==> config.mk <==
export PLATFORM = sky130hd
export DESIGN_NAME = somador_serial
export DESIGN_NICKNAME = d
export VERILOG_FILES = /design/src/rtl/somador_serial_pkg.sv /design/src/rtl/somador_serial_somador1Bit.sv /design/src/rtl/somador_serial.sv
export SDC_FILE = /design/constraint.sdc
export NUM_CORES = 1
export LEC_CHECK = 0
export CAP_MARGIN = 10
export CORE_UTILIZATION = 50
export DETAILED_ROUTE_END_ITERATION = 10
export HOLD_SLACK_MARGIN = 0.06
export PLACE_DENSITY = 0.82
export SKIP_CTS_REPAIR_TIMING = 1
export SLEW_MARGIN = 20
export SYNTH_ARGS = -nofsm -noshare
export SYNTH_HDL_FRONTEND = slang
export SYNTH_HIERARCHICAL = 1
export SYNTH_SLANG_ARGS = --single-unit
==> constraint.sdc <==
create_clock -name clk -period 1.44 [get_ports clk]
set_input_delay 0.36 -clock clk [delete_from_list [all_inputs] [get_ports clk]]
set_output_delay 0.36 -clock clk [all_outputs]
set_load 0.05 [all_outputs]
==> src/rtl/somador_serial_pkg.sv <==
// Shared definitions for the bit-serial adder: FSM state encoding and default width.
package somador_serial_pkg;

  typedef enum logic [1:0] {
    OCIOSO  = 2'd0,
    SOMANDO = 2'd1,
    PRONTO  = 2'd2
  } estado_t;

  localparam int N_PADRAO = 8;

endpackage

==> src/rtl/somador_serial_somador1Bit.sv <==
// 1-bit full adder cell reused by the serial adder datapath.
module somador1Bit (
  input  logic A,
  input  logic B,
  input  logic Cin,
  output logic S,
  output logic Cout
);

  assign S    = A ^ B ^ Cin;
  assign Cout = (A & B) | (A & Cin) | (B & Cin);

endmodule

==> src/rtl/somador_serial.sv <==
// Bit-serial N-bit adder: one full-adder cell, LSB first, result valid N+1 cycles after start.
//
// state   | meaning
// OCIOSO  | idle, waiting for start
// SOMANDO | adding one bit per cycle (busy)
// PRONTO  | result new this cycle (done); start accepted back-to-back
module somador_serial
  import somador_serial_pkg::*;
#(
  parameter int N = N_PADRAO
) (
  input  logic         clk,
  input  logic         rst,
  input  logic         start,
  input  logic [N-1:0] a,
  input  logic [N-1:0] b,
  input  logic         cin,
  output logic         busy,
  output logic         done,
  output logic [N-1:0] soma,
  output logic         cout
);

  localparam int CW = $clog2(N);

  estado_t         estado_q, estado_d;
  logic [N-1:0]    reg_a_q, reg_a_d;
  logic [N-1:0]    reg_b_q, reg_b_d;
  logic [N-1:0]    reg_s_q, reg_s_d;
  logic            carry_q, carry_d;
  logic [CW-1:0]   cont_q, cont_d;
  logic [N-1:0]    soma_q, soma_d;
  logic            cout_q, cout_d;
  logic            s_fa, cout_fa;
  logic            aceita;

  somador1Bit u_fa (
    .A    (reg_a_q[0]),
    .B    (reg_b_q[0]),
    .Cin  (carry_q),
    .S    (s_fa),
    .Cout (cout_fa)
  );

  always_ff @(posedge clk) begin
    if (rst) begin
      estado_q <= OCIOSO;
      reg_a_q  <= '0;
      reg_b_q  <= '0;
      reg_s_q  <= '0;
      carry_q  <= 1'b0;
      cont_q   <= '0;
      soma_q   <= '0;
      cout_q   <= 1'b0;
    end else begin
      estado_q <= estado_d;
      reg_a_q  <= reg_a_d;
      reg_b_q  <= reg_b_d;
      reg_s_q  <= reg_s_d;
      carry_q  <= carry_d;
      cont_q   <= cont_d;
      soma_q   <= soma_d;
      cout_q   <= cout_d;
    end
  end

  // start is only honoured outside SOMANDO; there is no request queue.
  assign aceita = start && (estado_q != SOMANDO);

  always_comb begin
    estado_d = estado_q;
    reg_a_d  = reg_a_q;
    reg_b_d  = reg_b_q;
    reg_s_d  = reg_s_q;
    carry_d  = carry_q;
    cont_d   = cont_q;
    soma_d   = soma_q;
    cout_d   = cout_q;
    case (estado_q)
      OCIOSO, PRONTO: begin
        estado_d = aceita ? SOMANDO : OCIOSO;
        if (aceita) begin
          reg_a_d = a;
          reg_b_d = b;
          carry_d = cin;
          cont_d  = '0;
        end
      end
      SOMANDO: begin
        reg_s_d = {s_fa, reg_s_q[N-1:1]};
        reg_a_d = reg_a_q >> 1;
        reg_b_d = reg_b_q >> 1;
        carry_d = cout_fa;
        cont_d  = cont_q + CW'(1);
        if (cont_q == CW'(N - 1)) begin
          estado_d = PRONTO;
          soma_d   = {s_fa, reg_s_q[N-1:1]};
          cout_d   = cout_fa;
        end
      end
      default: estado_d = OCIOSO;
    endcase
  end

  assign busy = (estado_q == SOMANDO);
  assign done = (estado_q == PRONTO);
  assign soma = soma_q;
  assign cout = cout_q;

endmodule

==> results by group <==
Run status
  – Status: complete, but fails checks
  – Violations in the final reports: DRC

Worst setup path
  – RR Endpoint: soma[6]
  – Flop-to-flop setup slack: between 0.1 and 0.15 ns
  – Worst setup path start: estado_q[1]
  – CP Data Arrival Time: ~1.1 ns
  – Crit-path slowest cell: dfxtp_2
  – Startpoint types: register
  – R2r startpoint: cont_q[0]
  – Critical-path cell list: nand2b_4, inv_4, buf_12
  – Critical path endpoint: busy
  – Setup crit end kind: output port
  – Max incr delay on CP: approximately 0.34 ns
  – Reg2reg path depth: 6
  – WP data required: between 1 and 1.5 ns
  – Setup CP Type: reg -> out
  – Critical path fanouts, max: 5

Final layout
  – Post-route non-filler standard cell count: 254
  – Area of the multi-input gates: just under 700 sq um
  – Nets: about 250
  – Fill count: 223
  – Post-route cell area: 0.00211 sq mm
  – Final Core Density: 0.744
  – P&R area growth vs syn: 36.5%
  – Commonest non-fill, non-tap cells in the layout: 57 x nand2_1, 36 x dfxtp_1, 21 x a21oi_1
  – Sequential Area: 766 sq um
  – Layout cell share with drive strength beyond 1: 0.161
  – Most common cell after layout, fill and taps aside: nand2_1
  – Diodes inserted: 0

Timing
  – Final Slew Violations: 0
  – Top achievable clock speed: 707 MHz
  – RSZ-0062 raised after global routing: yes
  – Final Hold Vio Count: 0
  – Worst slew pin tran: 0.331 ns
  – Final Setup Violations: 0
  – Final period utilization: 0.982
  – Clock skew: approximately 0.0048 ns
  – Slew HR: 0.779
  – Final Critical Period: about 1.4 ns

Logic synthesis
  – Post-synthesis sequential area ratio: 0.493
  – Post-synth cell types: 17
  – Post-synthesis net count: 212
  – Synthesized cell area: between 0.0015 and 0.002 sq mm
  – Synthesis-stage register bit count: 38
  – Gate Count Post-Synth: approximately 190
  – YS warnings: 6
  – Synthesized area per cell: approximately 8 sq um

Drt
  – DRC violation count after routing: 4
  – Antenna Violating Nets Remaining: 0
  – Final wirelength: roughly 3100 um
  – Vias post-DR: ~1400
  – Drt first pass iters: 7
  – WL/cell: 12.2 um
  – Drt via density: approximately 5.5
  – Starting DRT DRC Count: a little under 50

Clocking
  – CTS tree: yes
  – Worst-Skew Late Latency: approximately 0.34 ns
  – TritonCTS Buffers: 5
  – CTS Root Cell: clkbuf_4
  – Clock Tree Buf Depth: 2
  – Clock Sinks: 38
  – H-tree levels: 2
  – Reg clk slew, reported paths: 0.11 ns

Floorplanning
  – Die W: 57.5 um
  – Die Y: 57.5 um
  – Die ar.: between 0.003 and 0.004 sq mm
  – Initial core utilization: 0.545
  – CORE AREA: around 0.0028 sq mm
  – FP Rows: 19
  – Boundary Pins: 31

Power
  – PD cells: between 1000 and 1500 mW/mm^2
  – LEAKAGE: a little under 0.8 nW
  – Worst vdd ir: ~730 uV

Global route
  – Aggregate global-route resource usage: 0.206
  – Largest net degree at the start of global routing: 39
  – Initial antenna violation count: 0
  – First-pass GRT wire length: 5220 um
  – Vias in the first global route: 1287
  – Total grt overflow: 0

Worst hold path
  – Min-delay worst type: reg -> reg

Placement
  – Detail Placement HPWL: ~2100 um
  – PortBufs: 30
  – Placed Area: about 0.0020 sq mm
  – Dpl cells: between 200 and 250
  – Routability Congestion: roughly 0.72

Flow run
  – Max-cap violations: 0
-- power breakdown --
part	switching (W)	leakage [nW]	internal, W
combinational	0.000149	0.437	0.000148
clock	0.000340	0.0446	0.000334
sequential	0.0000363	0.311	0.00110
-- per-stage QoR --
stage	setup slack (ns)	hold slack, ns	power, W	setup TNS [ns]
floorplan	0.0575	0.437	0.00134	0
global placement	-0.102	0.448	0.00143	-1.36
detailed placement	-0.243	0.459	0.00144	-2.67
CTS	-0.159	0.476	0.00211	-0.218
global route	-0.0281	0.500	0.00222	-0.0281
finish	0.0258	0.475	0.00211	0
-- registers in the layout, summed over array words and instances (netlist names) --
register and flops:
soma 8, reg_a_q 8, reg_b_q 8, reg_s_q 7
carry_q 1, estado_q 2, cout 1, cont_q 3
-- synthesized netlist by cell type --
| cell | number | area share |
|---|---|---|
| a21oi_1 | 21 | 0.068 |
| nand3b_1 | 1 | 0.0049 |
| nand2_1 | 57 | 0.14 |
| a311oi_1 | 15 | 0.085 |
| clkbuf_1 | 5 | 0.012 |
| fa_1 | 1 | 0.013 |
| o21a_1 | 1 | 0.0049 |
| buf_6 | 3 | 0.022 |
| nor2b_1 | 2 | 0.0081 |
| buf_2 | 4 | 0.013 |
| dfxtp_1 | 38 | 0.49 |
| ha_1 | 2 | 0.016 |
| inv_2 | 1 | 0.0024 |
| nand2b_1 | 3 | 0.012 |
| nor2_1 | 17 | 0.041 |
| buf_4 | 4 | 0.019 |
| nand3_1 | 14 | 0.045 |
-- cell type report --
type,count,share of cell area
inverter,1,0.00297
timing repair buffer,42,0.250
multi-input combinational,134,0.328
clock buffer,8,0.0374
tap,31,0.0184
sequential,38,0.364
-- worst max-delay path, delay by kind of cell, from the launching register on --
| kind | cells | cell delay, ns |
|---|---|---|
| flops | 1 | 0.34 |
| buf+inv | 2 | 0.22 |
| simple gates | 1 | 0.15 |
-- cell families after synthesis --
logic type                 share of synthesized area
and+or+nand+nor                                0.251
DFF                                            0.493
AOI/OAI and AO/OA                              0.158
buffers and inverters                         0.0689
adders and majority gates                     0.0292
-- worst min path at each step --
stage,start,endpoint,slack [ns],depth (start not counted)
2_1_floorplan,reg_s_q[1],reg_s_q[1],0.44,2
3_3_place_gp,reg_s_q[1],reg_s_q[1],0.45,2
3_5_place_dp,reg_s_q[1],reg_s_q[1],0.46,2
4_1_cts,reg_s_q[1],soma[0],0.48,2
5_1_grt,reg_s_q[1],reg_s_q[1],0.50,2
6_report,reg_s_q[1],reg_s_q[1],0.48,2
-- routing by layer --
metal,part of all wire,track usage
met1,0.41,0.224
met2,0.52,0.377
met3,0.054,0.0476
met4,0.0090,0.0941
met5,0,0
(Power assumes the default switching activity.)
